### src/rtl/lcd_sw_pkg.sv
// Shared constants for the stopwatch display link: register map, FSM states, reset values.
package lcd_sw_pkg;

  localparam int unsigned FRAME_W    = 16;
  localparam int unsigned CNT_W      = 5;
  localparam int unsigned ADDR_W     = 4;
  localparam int unsigned DATA_W     = 8;
  localparam int unsigned NUM_DIGITS = 8;
  localparam int unsigned RD_ADDR_W  = 3;

  localparam logic [ADDR_W-1:0] ADDR_NOOP      = 4'h0;
  localparam logic [ADDR_W-1:0] ADDR_DIGIT0    = 4'h1;
  localparam logic [ADDR_W-1:0] ADDR_DIGIT1    = 4'h2;
  localparam logic [ADDR_W-1:0] ADDR_DIGIT2    = 4'h3;
  localparam logic [ADDR_W-1:0] ADDR_DIGIT3    = 4'h4;
  localparam logic [ADDR_W-1:0] ADDR_DIGIT4    = 4'h5;
  localparam logic [ADDR_W-1:0] ADDR_DIGIT5    = 4'h6;
  localparam logic [ADDR_W-1:0] ADDR_DIGIT6    = 4'h7;
  localparam logic [ADDR_W-1:0] ADDR_DIGIT7    = 4'h8;
  localparam logic [ADDR_W-1:0] ADDR_DECODE    = 4'h9;
  localparam logic [ADDR_W-1:0] ADDR_INTENSITY = 4'hA;
  localparam logic [ADDR_W-1:0] ADDR_SCANLIM   = 4'hB;
  localparam logic [ADDR_W-1:0] ADDR_SHUTDOWN  = 4'hC;
  localparam logic [ADDR_W-1:0] ADDR_TEST      = 4'hF;

  typedef logic [1:0] state_t;
  localparam state_t ST_IDLE   = 2'd0;
  localparam state_t ST_SHIFT  = 2'd1;
  localparam state_t ST_COMMIT = 2'd2;

  localparam logic [DATA_W-1:0] RST_DIGIT      = 8'h00;
  localparam logic [DATA_W-1:0] RST_DECODE     = 8'h00;
  localparam logic [3:0]        RST_INTENSITY  = 4'h0;
  localparam logic [2:0]        RST_SCANLIM    = 3'h0;
  localparam logic              RST_SHUTDOWN_N = 1'b0;
  localparam logic              RST_TEST       = 1'b0;

endpackage

### src/rtl/lcd_sw_spi_rx_if.sv
// Serial display link: SPI mode-0 lines plus the daisy-chain return.
interface lcd_sw_spi_rx_if;
  logic sck;
  logic cs_n;
  logic mosi;
  logic dout;

  modport master (output sck, output cs_n, output mosi, input dout);
  modport slave  (input sck, input cs_n, input mosi, output dout);
endinterface

### src/rtl/lcd_sw_sync_edge.sv
// N-stage synchronizer with rise/fall pulses from the last stage versus one extra copy.
module lcd_sw_sync_edge #(
  parameter int unsigned STAGES = 2
) (
  input  logic clk,
  input  logic rst_n,
  input  logic d,
  output logic q,
  output logic rise_c,
  output logic fall_c
);

  logic [STAGES-1:0] sync;
  logic              prev;

  // Reset to 0 so a line already low at reset release never looks like a falling edge.
  always_ff @(posedge clk or negedge rst_n) begin
    if (!rst_n) begin
      sync <= '0;
      prev <= 1'b0;
    end else begin
      sync <= STAGES'({sync, d});
      prev <= sync[STAGES-1];
    end
  end

  assign q      = sync[STAGES-1];
  assign rise_c =  sync[STAGES-1] & ~prev;
  assign fall_c = ~sync[STAGES-1] &  prev;

endmodule

### src/rtl/lcd_sw_spi_rx.sv
// Oversampled SPI responder for 16-bit MAX7219-style register writes; holds digit/control regs.
module lcd_sw_spi_rx
  import lcd_sw_pkg::*;
#(
  parameter int unsigned SYNC_STAGES = 2
) (
  input  logic                 clk,
  input  logic                 rst_n,
  lcd_sw_spi_rx_if.slave       spi,
  input  logic [RD_ADDR_W-1:0] rd_addr,
  output logic [DATA_W-1:0]    rd_data,
  output logic [DATA_W-1:0]    decode_mode,
  output logic [3:0]           intensity,
  output logic [2:0]           scan_limit,
  output logic                 shutdown_n,
  output logic                 display_test,
  output logic                 frame_valid,
  output logic                 frame_err
);

  logic sck_rise_c, sck_fall_c, cs_rise_c, cs_fall_c, mosi_s;
  logic [1:0] sync_q_unused;
  logic [1:0] mosi_edge_unused;

  lcd_sw_sync_edge #(.STAGES(SYNC_STAGES)) u_sync_sck (
    .clk(clk), .rst_n(rst_n), .d(spi.sck),
    .q(sync_q_unused[0]), .rise_c(sck_rise_c), .fall_c(sck_fall_c)
  );

  lcd_sw_sync_edge #(.STAGES(SYNC_STAGES)) u_sync_cs (
    .clk(clk), .rst_n(rst_n), .d(spi.cs_n),
    .q(sync_q_unused[1]), .rise_c(cs_rise_c), .fall_c(cs_fall_c)
  );

  lcd_sw_sync_edge #(.STAGES(SYNC_STAGES)) u_sync_mosi (
    .clk(clk), .rst_n(rst_n), .d(spi.mosi),
    .q(mosi_s), .rise_c(mosi_edge_unused[0]), .fall_c(mosi_edge_unused[1])
  );

  state_t                            state, state_nxt;
  logic [FRAME_W-1:0]                sr, sr_nxt;
  logic [CNT_W-1:0]                  cnt, cnt_nxt;
  logic                              dout_q, dout_nxt;
  logic                              valid_nxt, err_nxt;
  logic [NUM_DIGITS-1:0][DATA_W-1:0] digit, digit_nxt;
  logic [DATA_W-1:0]                 decode_nxt;
  logic [3:0]                        intensity_nxt;
  logic [2:0]                        scan_nxt;
  logic                              shutdown_nxt, test_nxt;
  logic [ADDR_W-1:0]                 addr_c;
  logic [DATA_W-1:0]                 data_c;

  assign addr_c = sr[11:8];
  assign data_c = sr[7:0];

  // Next-state, shift datapath and register-file writes.
  always_comb begin
    state_nxt     = state;
    sr_nxt        = sr;
    cnt_nxt       = cnt;
    dout_nxt      = dout_q;
    valid_nxt     = 1'b0;
    err_nxt       = 1'b0;
    digit_nxt     = digit;
    decode_nxt    = decode_mode;
    intensity_nxt = intensity;
    scan_nxt      = scan_limit;
    shutdown_nxt  = shutdown_n;
    test_nxt      = display_test;
    case (state)
      ST_IDLE: begin
        if (cs_fall_c) begin
          cnt_nxt   = '0;
          state_nxt = ST_SHIFT;
        end
      end
      ST_SHIFT: begin
        // A frame end in the same cycle as an sck edge swallows that edge.
        if (cs_rise_c) begin
          state_nxt = ST_COMMIT;
        end else begin
          if (sck_rise_c) begin
            sr_nxt = {sr[FRAME_W-2:0], mosi_s};
            if (cnt != '1) cnt_nxt = cnt + CNT_W'(1);
          end
          if (sck_fall_c) dout_nxt = sr[FRAME_W-1];
        end
      end
      ST_COMMIT: begin
        state_nxt = ST_IDLE;
        if (cnt == CNT_W'(FRAME_W)) begin
          valid_nxt = 1'b1;
          case (addr_c)
            ADDR_DIGIT0, ADDR_DIGIT1, ADDR_DIGIT2, ADDR_DIGIT3,
            ADDR_DIGIT4, ADDR_DIGIT5, ADDR_DIGIT6, ADDR_DIGIT7:
              digit_nxt[RD_ADDR_W'(addr_c - ADDR_DIGIT0)] = data_c;
            ADDR_DECODE:    decode_nxt    = data_c;
            ADDR_INTENSITY: intensity_nxt = data_c[3:0];
            ADDR_SCANLIM:   scan_nxt      = data_c[2:0];
            ADDR_SHUTDOWN:  shutdown_nxt  = data_c[0];
            ADDR_TEST:      test_nxt      = data_c[0];
            ADDR_NOOP:      ;
            default:        ;
          endcase
        end else begin
          err_nxt = 1'b1;
        end
      end
      default: state_nxt = ST_IDLE;
    endcase
  end

  always_ff @(posedge clk or negedge rst_n) begin
    if (!rst_n) begin
      state        <= ST_IDLE;
      sr           <= '0;
      cnt          <= '0;
      dout_q       <= 1'b0;
      frame_valid  <= 1'b0;
      frame_err    <= 1'b0;
      digit        <= {NUM_DIGITS{RST_DIGIT}};
      decode_mode  <= RST_DECODE;
      intensity    <= RST_INTENSITY;
      scan_limit   <= RST_SCANLIM;
      shutdown_n   <= RST_SHUTDOWN_N;
      display_test <= RST_TEST;
    end else begin
      state        <= state_nxt;
      sr           <= sr_nxt;
      cnt          <= cnt_nxt;
      dout_q       <= dout_nxt;
      frame_valid  <= valid_nxt;
      frame_err    <= err_nxt;
      digit        <= digit_nxt;
      decode_mode  <= decode_nxt;
      intensity    <= intensity_nxt;
      scan_limit   <= scan_nxt;
      shutdown_n   <= shutdown_nxt;
      display_test <= test_nxt;
    end
  end

  assign spi.dout = dout_q;
  assign rd_data  = digit[rd_addr];

endmodule

### src/flat_wrapper.sv
// flat-port wrapper written by rule: the top's interface ports become plain ports
module lcd_sw_spi_rx_flat import lcd_sw_pkg::*;
#(
  parameter int unsigned SYNC_STAGES = 2
)
  (clk, rst_n, rd_addr, rd_data, decode_mode, intensity, scan_limit, shutdown_n, display_test, frame_valid, frame_err, spi_sck, spi_cs_n, spi_mosi, spi_dout);
  lcd_sw_spi_rx_if spi_i ();
  input  logic clk;
  input  logic rst_n;
  input  logic [RD_ADDR_W-1:0] rd_addr;
  output logic [DATA_W-1:0] rd_data;
  output logic [DATA_W-1:0] decode_mode;
  output logic [3:0] intensity;
  output logic [2:0] scan_limit;
  output logic shutdown_n;
  output logic display_test;
  output logic frame_valid;
  output logic frame_err;
  input wire logic [$bits(spi_i.sck)-1:0] spi_sck;
  input wire logic [$bits(spi_i.cs_n)-1:0] spi_cs_n;
  input wire logic [$bits(spi_i.mosi)-1:0] spi_mosi;
  output wire logic [$bits(spi_i.dout)-1:0] spi_dout;
  assign spi_i.sck = spi_sck;
  assign spi_i.cs_n = spi_cs_n;
  assign spi_i.mosi = spi_mosi;
  assign spi_dout = spi_i.dout;
  lcd_sw_spi_rx #(.SYNC_STAGES(SYNC_STAGES)) u_core (.clk(clk), .rst_n(rst_n), .spi(spi_i), .rd_addr(rd_addr), .rd_data(rd_data), .decode_mode(decode_mode), .intensity(intensity), .scan_limit(scan_limit), .shutdown_n(shutdown_n), .display_test(display_test), .frame_valid(frame_valid), .frame_err(frame_err));
endmodule
### config.mk
export PLATFORM = sky130hd
export DESIGN_NAME = lcd_sw_spi_rx_flat
export DESIGN_NICKNAME = d
export VERILOG_FILES = /design/src/rtl/lcd_sw_pkg.sv /design/src/rtl/lcd_sw_spi_rx_if.sv /design/src/rtl/lcd_sw_sync_edge.sv /design/src/rtl/lcd_sw_spi_rx.sv /design/src/flat_wrapper.sv
export SDC_FILE = /design/constraint.sdc
export NUM_CORES = 1
export LEC_CHECK = 0
export ABC_AREA = 1
export CORE_MARGIN = 3
export CORE_UTILIZATION = 66
export CTS_BUF_LIST = sky130_fd_sc_hd__clkbuf_8
export CTS_CLUSTER_SIZE = 25
export DETAILED_ROUTE_END_ITERATION = 16
export GPL_TIMING_DRIVEN = 1
export PLACE_DENSITY = 0.88
export SLEW_MARGIN = 30
export SYNTH_ARGS = -nofsm -noshare
export SYNTH_HDL_FRONTEND = slang
export SYNTH_SLANG_ARGS = --single-unit
export TNS_END_PERCENT = 50
### constraint.sdc
create_clock -name clk -period 6.1 [get_ports clk]
set_clock_uncertainty 0.1 [all_clocks]
set_input_delay 1.22 -clock clk [delete_from_list [all_inputs] [get_ports clk]]
set_output_delay 1.22 -clock clk [all_outputs]
set_load 0.02 [all_outputs]
-- Yosys cells after proc, flatten, opt, wreduce, memory -nomap -nowiden
Index checks and enable logic that the tools add are counted.
- bits of input ports: 8
- output and inout port bits: 28
- bits in registers: 115
- mux-type cells: 17
- $add $sub $neg: 2
- equality and inequality tests: 22
- reduce and logical (&&, ||, !) cells: 14
- bitwise operators: 9
- order comparisons: 3
- operator list (kind ; count):
    bitwise mux 64 bit ; 1
    binary-select mux 8 bit (select 3 bit) ; 1
    demux 8 bit (select 3 bit) ; 1
    equality test 4 bit, second input constant ; 6
    AND reduction 3 bit ; 8
    two-way mux 5 bit ; 4
    equality test 4 x 3 -> 1 bit, second input constant ; 4
    two-way mux 8 bit ; 2
    one-hot mux 5 bit (2 select lines) ; 1
    equality test 4 x 2 -> 1 bit, second input constant ; 2
    < comparator 3 x 4 -> 1 bit, second input constant ; 2
    inequality test 2 x 1 -> 1 bit, second input constant ; 4
    OR reduction 8 bit ; 1
    adder 5 x 1 -> 5 bit, second input constant ; 1
    equality test 5 bit, second input constant ; 1
    inequality test 5 bit, second input constant ; 1
    inverter 1 bit ; 5
    AND reduction 5 bit ; 1
    AND 1 bit ; 4
    equality test 4 x 1 -> 1 bit, second input constant ; 1
    two-way mux 1 bit ; 4
    two-way mux 2 bit ; 2
    one-hot mux 2 bit (2 select lines) ; 1
    greater-or-equal comparator 3 x 1 -> 1 bit, second input constant ; 1
    8 further kinds ; 8

-- Depth between registers and ports, before layout
- depth after elaboration: 6
- depth in mapped cells: 11
- depth with buffers taken out: 9

-- By module
A second synthesis with hierarchy kept.
- cell total of the unflattened synthesis: 637
- area total of the unflattened synthesis: 5432.7 µm²
- by module, submodules not included (module ; sequential area each (µm²) ; area each (µm²) ; instances ; cells each):
    lcd_sw_spi_rx ; 2677.6 ; 5162.5 ; 1 ; 616
    lcd_sw_sync_edge ; 75.1 ; 90.1 ; 3 ; 7

-- Worst setup path after synthesis
Ideal clock, no wire load.
- kind: input port to output port
- start: input port rd_addr[0]
- end: output port rd_data[4]
- data required time: 4.780 ns
- stages on the path: 6
- buffers on the path: 1
- slack: 2.767 ns
- arrival time: 2.013 ns
- cells stage by stage: inv_1 clkbuf_1 nor2_1 o22ai_1 nand2_1 nand2_1
- longest elaborated chain between the ends: 2
- RTL lines (what ; line ; text):
    from (decl) ; flat_wrapper.sv:10 ; input logic [RD_ADDR_W-1:0] rd_addr;
    binary-select mux 8 bit (select 3 bit) ; lcd_sw_spi_rx.sv:144 ; assign rd_data = digit[rd_addr];
    two-way mux 8 bit (not written as such) ; lcd_sw_spi_rx.sv:144 ;
    to (decl) ; flat_wrapper.sv:11 ; output logic [DATA_W-1:0] rd_data;
No other way between the ends. The select of a mux whose other input is x is not followed.

-- Worst setup path in the final report
- start: input port rd_addr[0]
- end: output port rd_data[0]
Same word-level chain as after synthesis.

==> impl_summary.md <==
Outcome
The flow ran to the end, and the final reports show no timing, DRC or antenna violations.

Worst setup path
The count of buffering cells on the critical path with inverters included is 4. The critical path goes through clkdlybuf4s50_1 -> buf_4 -> inv_1 -> o21ai_0 -> o22ai_1 -> nand2_1 -> nand2_1 -> clkdlybuf4s50_1. Data on the critical path is required at its endpoint by 4.78 ns. The longest individual stage delay on the worst path is 0.60 ns. The cell at the slowest stage of the critical path is sky130_fd_sc_hd__inv_1. In this run the worst path has a maximum fanout of 33. Data on the critical path arrives at its endpoint at 3.58 ns. The type of origin of the critical path is a primary input. The critical path in this run is classified as in2out. The sort of element at the end of the critical path is a primary output. The largest delay contributor family on the critical path is buffers and inverters.

Routing
Summing over every cut layer, the via total after detailed routing is 4698. The final layout contains routed wiring with a total length of 13.5 mm. In the routed layout, each cell is associated on average with a via count of roughly 6. The count of antenna-violating nets left after detailed routing is 0. In the final routed layout, each cell accounts on average for 17.6 um. The violation count after the first detailed-routing iteration is 437. The post-detailed-route DRC marker count is 0.

The number of detailed-route iterations in the first pass is 7.

CTS
In this run the number of H-tree levels came out at 4. In this run, post-CTS hold repair placed 0 buffers. The later-pin clock latency in the skew report is ~0.44 ns.

After clock tree synthesis, the clock-pin slew on the worst setup and hold paths is ~0.08 ns. The number of clock buffers inserted by TritonCTS is 17. The clock tree root buffer cell is sky130_fd_sc_hd__clkbuf_8. The clock tree from TritonCTS is built. CTS saw between 100 and 150 sinks. Buffers added to address setup during post-CTS repair amount to 0. The buffer levels on the longest clock path is 2. The count of instances resized after the clock tree is built is 0.

Timing
Once routing completed, OpenROAD measured the worst setup slack at 1.20 ns. The final hold violation count is 0. The number of pins with negative max-slew slack in the final report is 0.

Based on the critical path, the design can be clocked at up to 0.204 GHz. The smallest clock period supported by the final layout is computed as 4.90 ns. The relative slew slack is ~38%. The setup-violating endpoint count in the final report is 0.

Setup repair after global routing left no endpoint under its margin. The total negative setup slack is 0 ns. The slew of the pin with the lowest slew margin is between 0.9 and 1 ns. The worst hold slack after final layout is 0.254 ns. The final cycle utilization of the critical path is 80.3%.

Placed design
The congestion estimate from routability-driven global placement came to 1.06. The number of input and output port buffers inserted is 35. Before CTS, the worst setup slack after placement is between 1 and 1.5 ns. Summed over all nets, the half-perimeter wirelength after detailed placement is 8.62 mm.

Pwr
Power spread over the standard cell area amounts to 289 nW/um^2. IR analysis of the VDD net gives a maximum drop of approximately 260 uV. In this run the static leakage power is 3.04 nW.

Finish
The number of antenna diodes in the final layout is 0. After the last flow step, the layout net total stands at 668. The area of combinational cells with multiple inputs is approximately 2200 sq um. The layout-stage area growth over the synthesis result is 13.5%. The fill cell instance count of the final layout is 533.

The share of layout cells above drive strength 1 is 9.16%. Summing all flip-flop and latch instances after layout gives about 2900 sq um.

Min path
The path class of the tightest hold or removal check is reg2reg.

Floorplan
After floorplanning, the core was divided into 32 placement rows. For this configuration, the core starts out at a cell density of between 60% and 70%. The width of the chip is 96.6 um.

The core area is 7850 sq um. The floorplan step defined a die boundary enclosing 9320 sq um. 36 I/O pins were placed. The height of the die is 96.6 um.

Synthesis
The number of warnings reported in the yosys synthesis log is 0. In the synthesized netlist, the number of instances is 632. The post-synthesis async set-or-reset flop share is 100%.

In this run the cell area of the synthesized design comes to between 5000 and 6000 sq um. Yosys instantiated no cell more often than sky130_fd_sc_hd__nand2_1. Yosys attributes the largest share of cell area to sky130_fd_sc_hd__dfrtp_1 53%, sky130_fd_sc_hd__nand2_1 15%, sky130_fd_sc_hd__nand4_1 7.7%, sky130_fd_sc_hd__o21ai_0 5.2%, sky130_fd_sc_hd__nor2_1 3.0%. The unique cell type count in the Yosys netlist is 23.

Synthesis produced a netlist with a net count of 647. The synthesized area per cell is 8.56 sq um. Sequential cells were found to cover 53.2% of the synthesized design area. By count the netlist is led by 213 x sky130_fd_sc_hd__nand2_1, 115 x sky130_fd_sc_hd__dfrtp_1, 67 x sky130_fd_sc_hd__nand4_1, 56 x sky130_fd_sc_hd__o21ai_0, 43 x sky130_fd_sc_hd__nor2_1.

The number of enable-type register cells in the synthesized netlist is 0. sky130_fd_sc_hd__dfrtp_1 takes more of the synthesized area than any other cell. In this run the biggest area consumer among cell types represents 53.2% of the synthesized area. In the synthesized netlist the dominant register cell turns out to be sky130_fd_sc_hd__dfrtp_1. The synthesis-stage register bit count is 115.

Global route
The total routing usage reported by global routing is 31.3%. The total congestion overflow after global routing is 0. The via count of the first global-routing pass is 4502. The pin count of the biggest net entering global routing is 73.

The number of antenna violations at the first check in global routing came to 0. The first global-routing pass estimated 21.9 mm of wire.

Job
The max capacitance violation total is 0.
[kinds of logic after synthesis]
logic type / Yosys count / share of synthesized area, %
xor+xnor: 2 / 0.324
buf+inv: 67 / 5.97
compound gates: 81 / 7.86
fa+ha+maj: 7 / 1.62
simple gates: 360 / 31.1
flops: 115 / 53.2
[through the flow]
| step | cell area (sq um) | power (mW) | utilization, % | std cells |
|---|---|---|---|---|
| 3_5_place_dp | 5710 | 1.01 | 72.7 | 736 |
| 5_1_grt | 6140 | 1.83 | 78.2 | 768 |
| 2_1_floorplan | 5410 | 0.929 | - | 632 |
| 3_3_place_gp | 5710 | 1.00 | 72.7 | 736 |
| 4_1_cts | 6140 | 1.77 | 78.2 | 768 |
| 6_report | 6140 | 1.78 | 78.2 | 768 |
[final cells by class]
cell class,count,area share (%)
Sequential cell,115,46.9
Multi-Input combinational cell,450,36.0
Timing Repair Buffer,39,6.15
Clock buffer,17,3.81
Clock inverter,15,3.24
Tap cell,102,2.08
Inverter,30,1.83
[where the power goes]
group	switching [mW]	internal, mW
logic	0.0902	0.0403
clock network	0.354	0.417
registers	0.0868	0.787
[routing by layer]
metal | GRT usage [%] | up-vias | part of all wire (%)
li1 | - | 2169 | -
met1 | 39.5 | 2244 | 40
met2 | 50.3 | 232 | 48
met3 | 7.75 | 53 | 8.2
met4 | 16.0 | 0 | 3.6
met5 | 0 | - | 0
[placed cells by master, fill, tap and decap left out]
master                              n
sky130_fd_sc_hd__inv_8              2
sky130_fd_sc_hd__inv_2              3
sky130_fd_sc_hd__o21ai_0           56
sky130_fd_sc_hd__inv_6              4
sky130_fd_sc_hd__bufinv_16          3
sky130_fd_sc_hd__nand3_2           10
sky130_fd_sc_hd__o21ai_1            9
sky130_fd_sc_hd__nand2_1          213
sky130_fd_sc_hd__clkinv_4           5
sky130_fd_sc_hd__buf_4              5
sky130_fd_sc_hd__clkinvlp_4         1
sky130_fd_sc_hd__nor2_4             9
sky130_fd_sc_hd__or2_2              1
sky130_fd_sc_hd__nor2_1            43
sky130_fd_sc_hd__dfrtp_1          115
sky130_fd_sc_hd__inv_1             27
sky130_fd_sc_hd__ha_1               7
sky130_fd_sc_hd__nand2_4            1
sky130_fd_sc_hd__nand3_1           15
sky130_fd_sc_hd__and3_1             1
sky130_fd_sc_hd__xor2_1             1
sky130_fd_sc_hd__xnor2_1            1
sky130_fd_sc_hd__clkbuf_8          17
sky130_fd_sc_hd__clkdlybuf4s50_1   34
sky130_fd_sc_hd__o22ai_1           16
sky130_fd_sc_hd__nand4_1           67
[final timing paths]
path,startpoint,to,slack (ns),cells after the start
max,rd_addr[0],rd_data[0],1.20,8
min,u_core.u_sync_mosi.sync[0],u_core.u_sync_mosi.sync[1],0.25,0
max reg2reg,u_core.cnt[0],u_core.digit[15],3.33,10
min reg2reg,u_core.u_sync_mosi.sync[0],u_core.u_sync_mosi.sync[1],0.25,0
max in group asynchronous,rst_n,u_core.digit[46],3.96,2
min in group asynchronous,rst_n,u_core.digit[60],0.72,1
[worst register-to-register path, cell delays in order (launching register included)]
cell	delay [ns]
sky130_fd_sc_hd__dfrtp_1	0.43
sky130_fd_sc_hd__inv_1	0.08
sky130_fd_sc_hd__ha_1	0.16
sky130_fd_sc_hd__nand2_1	0.05
sky130_fd_sc_hd__inv_1	0.04
sky130_fd_sc_hd__nand2_1	0.09
sky130_fd_sc_hd__nor2_4	0.72
sky130_fd_sc_hd__buf_4	0.50
sky130_fd_sc_hd__nand3_2	0.28
sky130_fd_sc_hd__nand2_1	0.14
sky130_fd_sc_hd__nand2_1	0.06
[flip-flops by register name, indices dropped and copies added, names as in the netlist, 3 cells and up]
signal,flops
u_core.digit,64
u_core.sr,16
u_core.decode_mode,8
u_core.cnt,5
u_core.intensity,4
u_core.scan_limit,3
Power figures use the tool's default switching activity.
